<file path="src/rtl/des_pkg.sv">
// Shared DES key-schedule constants, permutation tables and bit-level helpers.
// Bit numbering follows DES convention: index 1 is the most significant bit.
package des_pkg;

  typedef enum logic {
    IDLE = 1'b0,
    RUN  = 1'b1
  } state_e;

  localparam logic [1:0] SHIFT [1:16] = '{
    2'd1, 2'd1, 2'd2, 2'd2, 2'd2, 2'd2, 2'd2, 2'd2,
    2'd1, 2'd2, 2'd2, 2'd2, 2'd2, 2'd2, 2'd2, 2'd1
  };

  localparam int PC1 [1:56] = '{
    57, 49, 41, 33, 25, 17,  9,
     1, 58, 50, 42, 34, 26, 18,
    10,  2, 59, 51, 43, 35, 27,
    19, 11,  3, 60, 52, 44, 36,
    63, 55, 47, 39, 31, 23, 15,
     7, 62, 54, 46, 38, 30, 22,
    14,  6, 61, 53, 45, 37, 29,
    21, 13,  5, 28, 20, 12,  4
  };

  localparam int PC2 [1:48] = '{
    14, 17, 11, 24,  1,  5,
     3, 28, 15,  6, 21, 10,
    23, 19, 12,  4, 26,  8,
    16,  7, 27, 20, 13,  2,
    41, 52, 31, 37, 47, 55,
    30, 40, 51, 45, 33, 48,
    44, 49, 39, 56, 34, 53,
    46, 42, 50, 36, 29, 32
  };

  function automatic logic [1:56] pc1(input logic [1:64] k);
    logic [1:56] r;
    for (int i = 1; i <= 56; i++) r[i] = k[PC1[i]];
    return r;
  endfunction

  function automatic logic [1:48] pc2(input logic [1:56] cd);
    logic [1:48] r;
    for (int i = 1; i <= 48; i++) r[i] = cd[PC2[i]];
    return r;
  endfunction

  // Only shift amounts of 1 and 2 occur in the key schedule.
  function automatic logic [1:28] rotl28(input logic [1:28] x, input logic [1:0] n);
    return (n == 2'd2) ? {x[3:28], x[1:2]} : {x[2:28], x[1]};
  endfunction

  function automatic logic [1:28] rotr28(input logic [1:28] x, input logic [1:0] n);
    return (n == 2'd2) ? {x[27:28], x[1:26]} : {x[28], x[1:27]};
  endfunction

  function automatic logic keyParityErr(input logic [1:64] k);
    logic err;
    err = 1'b0;
    for (int b = 0; b < 8; b++) err = err | ~(^k[8*b+1 +: 8]);
    return err;
  endfunction

endpackage

</file>
<file path="src/rtl/des_key_sched_if.sv">
// Key-load and subkey-stream handshake bundle for the DES key scheduler.
// The engine is the slave; the key source / round datapath is the master.
interface des_key_sched_if;
  logic        key_valid;
  logic        key_ready;
  logic [1:64] key_in;
  logic        key_decrypt;
  logic        sk_valid;
  logic        sk_ready;
  logic [1:48] subkey_out;
  logic [3:0]  sk_round;
  logic        sk_last;
  logic        parity_err;

  modport master (
    output key_valid, key_in, key_decrypt, sk_ready,
    input  key_ready, sk_valid, subkey_out, sk_round, sk_last, parity_err
  );

  modport slave (
    input  key_valid, key_in, key_decrypt, sk_ready,
    output key_ready, sk_valid, subkey_out, sk_round, sk_last, parity_err
  );
endinterface

</file>
<file path="src/rtl/des_key_sched_pc2.sv">
// Combinational PC-2 compression of the 56-bit C/D state into a 48-bit subkey.
module des_key_sched_pc2
  import des_pkg::*;
(
  input  logic [1:56] cd_i,
  output logic [1:48] subkey_o
);
  assign subkey_o = pc2(cd_i);
endmodule

</file>
<file path="src/rtl/des_key_sched.sv">
// DES key-schedule engine: loads a key through PC-1, then streams the 16 round
// subkeys in encrypt (K1..K16) or decrypt (K16..K1) order over valid/ready.
module des_key_sched
  import des_pkg::*;
#(
  parameter bit PARITY_CHECK = 1'b1,
  parameter bit BACK_TO_BACK = 1'b1
) (
  input  logic           clk,
  input  logic           rst,
  des_key_sched_if.slave ks_io
);
  state_e      state_q, state_d;
  logic [1:28] c_q, c_d, d_q, d_d;
  logic [3:0]  cnt_q, cnt_d;
  logic        mode_q, mode_d;
  logic        parityErr_q, parityErr_d;
  logic        keyReady, skValid, skLast;
  logic [3:0]  skRound;
  logic        keyAccept, skFire;
  logic [1:56] pc1Key;
  logic [1:48] subkey;

  assign pc1Key    = pc1(ks_io.key_in);
  assign keyAccept = ks_io.key_valid & keyReady;
  assign skFire    = skValid & ks_io.sk_ready;

  always_ff @(posedge clk or posedge rst) begin
    if (rst) begin
      state_q     <= IDLE;
      c_q         <= '0;
      d_q         <= '0;
      cnt_q       <= '0;
      mode_q      <= 1'b0;
      parityErr_q <= 1'b0;
    end else begin
      state_q     <= state_d;
      c_q         <= c_d;
      d_q         <= d_d;
      cnt_q       <= cnt_d;
      mode_q      <= mode_d;
      parityErr_q <= parityErr_d;
    end
  end

  // Decrypt walks backwards from C16/D16, which equals the raw PC-1 output.
  // A key accepted alongside the final handshake overrides the return to IDLE.
  always_comb begin
    state_d     = state_q;
    c_d         = c_q;
    d_d         = d_q;
    cnt_d       = cnt_q;
    mode_d      = mode_q;
    parityErr_d = parityErr_q;
    if (skFire) begin
      if (cnt_q != 4'd15) begin
        cnt_d = cnt_q + 4'd1;
        if (!mode_q) begin
          c_d = rotl28(c_q, SHIFT[int'(cnt_q) + 2]);
          d_d = rotl28(d_q, SHIFT[int'(cnt_q) + 2]);
        end else begin
          c_d = rotr28(c_q, SHIFT[16 - int'(cnt_q)]);
          d_d = rotr28(d_q, SHIFT[16 - int'(cnt_q)]);
        end
      end else begin
        state_d = IDLE;
      end
    end
    if (keyAccept) begin
      c_d         = ks_io.key_decrypt ? pc1Key[1:28]  : rotl28(pc1Key[1:28], SHIFT[1]);
      d_d         = ks_io.key_decrypt ? pc1Key[29:56] : rotl28(pc1Key[29:56], SHIFT[1]);
      cnt_d       = 4'd0;
      mode_d      = ks_io.key_decrypt;
      state_d     = RUN;
      parityErr_d = PARITY_CHECK & keyParityErr(ks_io.key_in);
    end
  end

  // Round 16 wraps to 4'd0 in both the cnt+1 and 16-cnt forms.
  always_comb begin
    keyReady = 1'b0;
    skValid  = 1'b0;
    skLast   = 1'b0;
    skRound  = 4'd0;
    unique case (state_q)
      IDLE: keyReady = 1'b1;
      RUN: begin
        skValid  = 1'b1;
        skLast   = (cnt_q == 4'd15);
        keyReady = BACK_TO_BACK & (cnt_q == 4'd15) & ks_io.sk_ready;
        skRound  = mode_q ? (4'd0 - cnt_q) : (cnt_q + 4'd1);
      end
    endcase
  end

  des_key_sched_pc2 u_pc2 (
    .cd_i     ({c_q, d_q}),
    .subkey_o (subkey)
  );

  assign ks_io.key_ready  = keyReady;
  assign ks_io.sk_valid   = skValid;
  assign ks_io.subkey_out = subkey;
  assign ks_io.sk_round   = skRound;
  assign ks_io.sk_last    = skLast;
  assign ks_io.parity_err = parityErr_q;

endmodule

</file>
<file path="src/flat_wrapper.sv">
// flat-port wrapper written by rule: the top's interface ports become plain ports
module des_key_sched_flat import des_pkg::*;
#(
  parameter bit PARITY_CHECK = 1'b1,
  parameter bit BACK_TO_BACK = 1'b1
)
  (clk, rst, ks_io_key_valid, ks_io_key_in, ks_io_key_decrypt, ks_io_sk_ready, ks_io_key_ready, ks_io_sk_valid, ks_io_subkey_out, ks_io_sk_round, ks_io_sk_last, ks_io_parity_err);
  des_key_sched_if ks_io_i ();
  input  logic clk;
  input  logic rst;
  input wire logic [$bits(ks_io_i.key_valid)-1:0] ks_io_key_valid;
  input wire logic [$bits(ks_io_i.key_in)-1:0] ks_io_key_in;
  input wire logic [$bits(ks_io_i.key_decrypt)-1:0] ks_io_key_decrypt;
  input wire logic [$bits(ks_io_i.sk_ready)-1:0] ks_io_sk_ready;
  output wire logic [$bits(ks_io_i.key_ready)-1:0] ks_io_key_ready;
  output wire logic [$bits(ks_io_i.sk_valid)-1:0] ks_io_sk_valid;
  output wire logic [$bits(ks_io_i.subkey_out)-1:0] ks_io_subkey_out;
  output wire logic [$bits(ks_io_i.sk_round)-1:0] ks_io_sk_round;
  output wire logic [$bits(ks_io_i.sk_last)-1:0] ks_io_sk_last;
  output wire logic [$bits(ks_io_i.parity_err)-1:0] ks_io_parity_err;
  assign ks_io_i.key_valid = ks_io_key_valid;
  assign ks_io_i.key_in = ks_io_key_in;
  assign ks_io_i.key_decrypt = ks_io_key_decrypt;
  assign ks_io_i.sk_ready = ks_io_sk_ready;
  assign ks_io_key_ready = ks_io_i.key_ready;
  assign ks_io_sk_valid = ks_io_i.sk_valid;
  assign ks_io_subkey_out = ks_io_i.subkey_out;
  assign ks_io_sk_round = ks_io_i.sk_round;
  assign ks_io_sk_last = ks_io_i.sk_last;
  assign ks_io_parity_err = ks_io_i.parity_err;
  des_key_sched #(.PARITY_CHECK(PARITY_CHECK), .BACK_TO_BACK(BACK_TO_BACK)) u_core (.clk(clk), .rst(rst), .ks_io(ks_io_i));
endmodule
</file>
<file path="config.mk">
export PLATFORM = sky130hd
export DESIGN_NAME = des_key_sched_flat
export DESIGN_NICKNAME = d
export VERILOG_FILES = /design/src/rtl/des_pkg.sv /design/src/rtl/des_key_sched_if.sv /design/src/rtl/des_key_sched_pc2.sv /design/src/rtl/des_key_sched.sv /design/src/flat_wrapper.sv
export SDC_FILE = /design/constraint.sdc
export NUM_CORES = 1
export LEC_CHECK = 0
export CAP_MARGIN = 40
export CORE_MARGIN = 2
export CORE_UTILIZATION = 45
export DETAILED_ROUTE_END_ITERATION = 16
export GPL_TIMING_DRIVEN = 0
export PLACE_DENSITY = 0.71
export RECOVER_POWER = 50
export SYNTH_ARGS = -nofsm -noshare
export SYNTH_HDL_FRONTEND = slang
export SYNTH_SLANG_ARGS = --single-unit
</file>
<file path="constraint.sdc">
create_clock -name clk -period 4.1 [get_ports clk]
set_input_delay 0.615 -clock clk [delete_from_list [all_inputs] [get_ports clk]]
set_output_delay 0.615 -clock clk [all_outputs]
set_load 0.01 [all_outputs]
</file>
==> out/results.txt, run 1 <==
Largest stage delay on the critical path - 0.54 ns
Synth area leader - dfrtp_1
Largest net degree at the start of global routing - 36
Max-Cap Viols - 1
Crit path kind - flop to output port
Max frequency - 315 MHz
WHS Endpoint - u_core.c_q[22]$_DFFE_PP0P_
H-Tree Depth - 3
First-pass GRT wire length - 33,800 um
Violated checks - capacitance limit
Power Total - 6.04 mW
Largest family of logic cells by synthesized area - compound AO/OA/AOI/OAI gates
Die width - 125 um
Worst Hold Class - flop to flop
Final core utilization - 0.582
Post-CTS Repair Setup Buffers - 0
Worst Hold Path Cells - 2
Die H - 125 um
Setup ws final - 0.928 ns
Mapped Nets - 832
Starting Density - 0.459
Outcome - complete, but fails checks
Final GP Congestion - 0.886
Fin nets - 967
Worst reg2reg endpoint - u_core.c_q[7]$_DFFE_PP0P_
Die footprint - 15,700 um^2
WL final - 21,300 um
Least-Margin Pin Slew - 1.48 ns
Vias - 6,514
Ys async rst share - 1.00
Startpoint Class - flop
Clock Path Buffers - 2
Vias per cell - 6.03
Synth Area per Inst - 8.79 um^2
Leak Pwr - 3.26 nW
Seq cells post-synth - 63
Synth area leaders - dfrtp_1, mux2_2, xnor2_1
Tmin final - 3.17 ns
DP HPWL - 15,800 um
Final Hold Violating Endpoints - 0
Setup crit end kind - output port
Buffers on Ports - 123
Final clock skew - 0.00485 ns
Setup TNS - 0 ns
CTS Hold Bufs - 0
Hold_sp - u_core.c_q[22]$_DFFE_PP0P_
Post-synthesis mux area share - 0.192
Slowest cell on crit path - clkdlybuf4s50_1
Most numerous cell in the Yosys netlist - mux2_2
Post-synthesis sequential area ratio - 0.237
Synth-to-layout area growth - 26.8%
Critical path buffers and inverters - 4
Grt ovf - 0
RSZ-0062 raised after global routing - no
Post-synthesis adder-cell area fraction - 0.0132
Worst vdd ir - 0.000321 V
Netlist cell types - 34
CTS resizes - 0
Initial DRC Count - 672
Post-synth EDFFs - 0
Fin crit share - 0.774
Initial antenna violation count - 0
Top cell type's share of synthesized area - 0.237
Mapped Cells - 756
Reg-to-reg setup timing slack - 1.39 ns
Worst hold margin - 0.584 ns
Core area - 14,500 um^2
Power Density - 718 nW/um^2
Tot GR Track Use - 0.268
Synth Flop Type - dfrtp_1
Dpl ws - 1.35 ns
Largest delay share family, worst path - buffers and inverters
Mapped Area - 6640 um^2
Share of cells above drive strength 1 - 0.225
Post-DP Area - 8130 um^2
Synth Area in Compound Gates - 0.281
Max-slew violations - 0
Antenna viol nets, final - 0
Post-Synth XOR/XNOR Area - 0.0791
DRT Pass-1 Iters - 5
CP arrival - 2.56 ns
Slew HR - 0.0100
Cell depth of the worst flop-to-flop path - 10
# setup viols final - 0
Crit-path max FO - 10
WP data required - 3.48 ns
Root Driver - clkbuf_16
Routed len/inst - 19.7 um
R2R Path Start - u_core.cnt_q[2]$_DFFE_PP0P_
Synth warn - 0
DR DRC count - 0
Worst skew pair latency - 0.35 ns
Clock sink count - 63
Diodes inserted - 0
I/O Pins - 125
Most used cell, CP - clkbuf_1
Fin cells - 1,080
Clock buffer count from CTS - 9
Synth cell count leaders - mux2_2, inv_1, dfrtp_1, nor2_1, o31ai_1
Sequence of cells on the critical path - clkbuf_1 -> inv_1 -> clkbuf_1 -> o21ai_0 -> xnor2_1 -> nor2_1 -> clkdlybuf4s50_1
Vias in the first global route - 6,148
Post-synthesis simple-gate area fraction - 0.0524
Placed instance count - 1,064
Reg clk slew, reported paths - 0.06 ns
FP Rows - 44
Final Cell Area - 8420 um^2
CTS tree - done
## worst reg2reg max path, cell delays in order (launching register included)
cell	delay, ns
dfrtp_1	0.49
inv_1	0.11
ha_1	0.22
nor2b_4	0.14
o22ai_1	0.20
clkbuf_1	0.43
a211o_1	0.20
buf_6	0.16
buf_2	0.23
a211oi_1	0.11
o31ai_1	0.30
## flip-flops by register name, summed over array words and instances, names as in the netlist
| name | flops |
|---|---|
| u_core.c_q | 28 |
| u_core.d_q | 28 |
| u_core.cnt_q | 4 |
| u_core.ks_io.parity_err | 1 |
| u_core.mode_q | 1 |
| u_core.state_q | 1 |
## cells in the final DEF, fill, tap and decap left out, types with 2 or more instances in the layout
cell	instances
a2111oi_0	56
mux2_2	112
nor2_1	63
nor4_1	2
buf_2	13
buf_4	50
inv_1	63
clkdlybuf4s50_1	95
ha_1	7
o21ai_0	9
clkbuf_8	4
o31ai_1	58
a22oi_1	56
dlygate4sd3_1	28
clkbuf_1	54
clkinv_2	3
nand2_1	6
buf_6	7
and2_1	3
a211oi_1	56
xor2_1	3
xnor2_1	57
nand3_1	3
dfrtp_1	63
clkbuf_16	9
## how the worst max path moves through the flow
stage	from	to	slack [ns]	cells after the start
floorplan	u_core.cnt_q[2]$_DFFE_PP0P_	u_core.c_q[10]$_DFFE_PP0P_	1.89	8
global placement	rst	u_core.d_q[25]$_DFFE_PP0P_	0.49	2
detailed placement	u_core.mode_q$_DFFE_PP0P_	ks_io_sk_round[3]	1.35	7
CTS	u_core.mode_q$_DFFE_PP0P_	ks_io_sk_round[3]	0.97	7
global route	u_core.mode_q$_DFFE_PP0P_	ks_io_sk_round[3]	0.77	7
finish	u_core.mode_q$_DFFE_PP0P_	ks_io_sk_round[3]	0.93	7
## final cells by class
type / count / area [um^2]
fillers: 1336 / 6060
well taps: 184 / 230
inverters: 64 / 241
repair buffers: 124 / 1250
clock buffers: 13 / 280
plain buffers: 124 / 722
flip-flops and latches: 63 / 1580
clock inverters: 3 / 15.0
multi-input cells: 505 / 4100
## power breakdown
part / switching, mW / internal, mW / total (mW)
logic: 1.90 / 2.00 / 3.90
clock network: 0.309 / 0.473 / 0.781
registers: 0.458 / 0.908 / 1.37
total: 2.66 / 3.38 / 6.04
## layer usage
| metal | global-route usage | up-vias | share of wire |
|---|---|---|---|
| li1 | - | 3058 | - |
| met1 | 0.383 | 3135 | 0.45 |
| met2 | 0.412 | 280 | 0.46 |
| met3 | 0.0415 | 41 | 0.062 |
| met4 | 0.0915 | 0 | 0.024 |
| met5 | 0 | - | 0 |
## cell families (layout without fill, tap and decap cells)
| logic type | Yosys count | in the layout |
|---|---|---|
| muxes | 113 | 113 |
| and+or+nand+nor | 82 | 82 |
| xor gates and xnor gates | 60 | 60 |
| buffers and inverters | 188 | 328 |
| AOI/OAI and AO/OA | 243 | 243 |
| DFF | 63 | 63 |
| adders and majority gates | 7 | 7 |
(Power assumes the default switching activity.)
==> run 2: changes to the inputs <==
==> constraint.sdc (replaced) <==
create_clock -name clk -period 3.2 [get_ports clk]
set_input_delay 0.48 -clock clk [delete_from_list [all_inputs] [get_ports clk]]
set_output_delay 0.48 -clock clk [all_outputs]
set_load 0.01 [all_outputs]
==> run 2 against run 1 <==
First-iteration DRC count grew 1.9%. The flow now finishes without violations. Via count grew 0.32%. Clock power grew 28%. Total power grew 28%. Critical endpoint unchanged. Largest cell class unchanged.
==> out/results.txt, run 2 (synthesis results as in run 1) <==
Max-slew violations - 0 (unchanged)
Diodes inserted - 0 (unchanged)
Vias per cell - 6.05 (+0.32%)
Share of cells above drive strength 1 - 0.225 (unchanged)
Registers with the most flip-flops - u_core.c_q: 28 flops, u_core.d_q: 28 flops, u_core.cnt_q: 4 flops
Final clock skew - 0.00540 ns (+0.000552 ns)
Root Driver - clkbuf_16
Crit-path max FO - 10 (unchanged)
Grt ovf - 0 (unchanged)
CP arrival - 2.58 ns (+0.02 ns)
Initial antenna violation count - 0 (unchanged)
DR DRC count - 0 (unchanged)
Buffers on Ports - 123 (unchanged)
WP data required - 2.72 ns (-0.76 ns)
Startpoint Class - flop
Largest stage delay on the critical path - 0.54 ns (about the same)
Most frequent cells in the layout - mux2_2, clkdlybuf4s50_1, inv_1, nor2_1, dfrtp_1
First-pass GRT wire length - 33,800 um (unchanged)
Final GP Congestion - 0.886 (unchanged)
DRT Pass-1 Iters - 5 (unchanged)
Die width - 125 um (unchanged)
Dpl ws - 0.521 ns (-0.828 ns)
Post-CTS Repair Setup Buffers - 0 (unchanged)
Commonest non-fill, non-tap cell in the layout - mux2_2
Die H - 125 um (unchanged)
I/O Pins - 125 (unchanged)
Least-Margin Pin Slew - 1.42 ns (-0.0526 ns)
Worst skew pair latency - 0.35 ns (about the same)
Fin nets - 967 (unchanged)
Routed len/inst - 19.7 um (+0.24%)
Leak Pwr - 3.25 nW (-0.20%)
Setup crit end kind - output port
Slew HR - 0.0453 (+0.0352)
Tmin final - 3.06 ns
Sequence of cells on the critical path - clkbuf_1 -> inv_1 -> clkbuf_1 -> o21ai_0 -> xnor2_1 -> nor2_1 -> clkdlybuf4s50_1
Most used cell, CP - clkbuf_1
CTS Hold Bufs - 0 (unchanged)
Power Density - 922 nW/um^2 (+28%)
Largest net degree at the start of global routing - 36 (unchanged)
Clock sink count - 63 (unchanged)
Max-Cap Viols - 0 (-1)
WL final - 21,300 um (+0.24%)
FP Rows - 44 (unchanged)
Starting Density - 0.459 (unchanged)
CTS tree - done
# setup viols final - 0 (unchanged)
Clock buffer count from CTS - 9 (unchanged)
Largest delay share family, worst path - buffers and inverters
Final Hold Violating Endpoints - 0 (unchanged)
Antenna viol nets, final - 0 (unchanged)
DP HPWL - 15,800 um (unchanged)
Worst vdd ir - 0.000412 V (+28%)
Vias - 6,535 (+0.32%)
Fin cells - 1,080 (unchanged)
H-Tree Depth - 3 (unchanged)
Placed instance count - 1,064 (unchanged)
CTS resizes - 0 (unchanged)
RSZ-0062 raised after global routing - no
Tot GR Track Use - 0.268 (unchanged)
Vias in the first global route - 6,148 (unchanged)
Die footprint - 15,700 um^2 (unchanged)
Synth-to-layout area growth - 26.5%
Clock Path Buffers - 2 (unchanged)
Max frequency - 327 MHz
Crit path kind - flop to output port
Initial DRC Count - 685 (+1.9%)
Fin crit share - 0.955
Worst Hold Class - flop to flop
Setup ws final - 0.142 ns (-0.785 ns)
Slowest cell on crit path - clkdlybuf4s50_1
Outcome - finished, final reports clean
Core area - 14,500 um^2 (unchanged)
Critical path buffers and inverters - 4 (unchanged)
Reg clk slew, reported paths - 0.06 ns (about the same)
==> run 2: cell count changes in the layout (fill, tap and decap cells not counted), sizes merged <==
cell / change
clkdlybuf4s50: +1
dlygate4sd3: -1
buf: -1
clkbuf: +1
==> run 2: final cells by class <==
type	instances	area, um^2
fill	1337	6070
multi-input combinational	505	4100
sequential	63	1580
timing repair buffer	124	1240
buffer	124	722
clock buffer	13	280
inverter	64	241
tap	184	230
clock inverter	3	15.0
==> run 2: per-stage QoR <==
| stage | setup TNS, ns | hold WS (ns) | total power [mW] | util | area (um^2) |
|---|---|---|---|---|---|
| floorplan | 0 | 0.530 | 5.07 | - | 6640 |
| global placement | -17.06 | 0.566 | 6.68 | 0.560 | 8100 |
| global route | 0 | 0.611 | 8.28 | 0.581 | 8410 |
| CTS | 0 | 0.502 | 7.76 | 0.582 | 8420 |
| detailed placement | 0 | 0.566 | 6.74 | 0.561 | 8130 |
| finish | 0 | 0.583 | 7.75 | 0.581 | 8410 |
==> run 2: worst paths after layout <==
| check | from | endpoint | slack, ns | cells after the start |
|---|---|---|---|---|
| max in group asynchronous | rst | u_core.c_q[6]$_DFFE_PP0P_ | 0.74 | 3 |
| min reg2reg | u_core.c_q[22]$_DFFE_PP0P_ | u_core.c_q[22]$_DFFE_PP0P_ | 0.58 | 2 |
| max reg2reg | u_core.cnt_q[2]$_DFFE_PP0P_ | u_core.c_q[7]$_DFFE_PP0P_ | 0.50 | 10 |
| min | u_core.c_q[22]$_DFFE_PP0P_ | u_core.c_q[22]$_DFFE_PP0P_ | 0.58 | 2 |
| min in group asynchronous | rst | u_core.state_q$_DFFE_PP0P_ | 0.90 | 2 |
| max | u_core.mode_q$_DFFE_PP0P_ | ks_io_sk_round[3] | 0.14 | 7 |
==> run 2: metal layers <==
metal | wire, um | vias up | global-route usage
met5 | 0 | - | 0
met4 | 526 | 0 | 0.0915
met3 | 1390 | 44 | 0.0415
met2 | 9800 | 312 | 0.412
met1 | 9610 | 3129 | 0.383
li1 | - | 3050 | -
==> run 2: worst register-to-register path: cells and delay by family (launching register included) <==
kind / cells / cell delay [ns]
flops: 1 / 0.49
simple gates: 1 / 0.14
fa+ha+maj: 1 / 0.22
compound gates: 4 / 0.81
buf+inv: 4 / 0.93
==> run 2: power breakdown <==
part           switching [mW]  total [mW]  internal (mW)
clock                   0.398        1.00          0.606
combinational            2.43        5.00           2.56
sequential              0.587        1.75           1.16
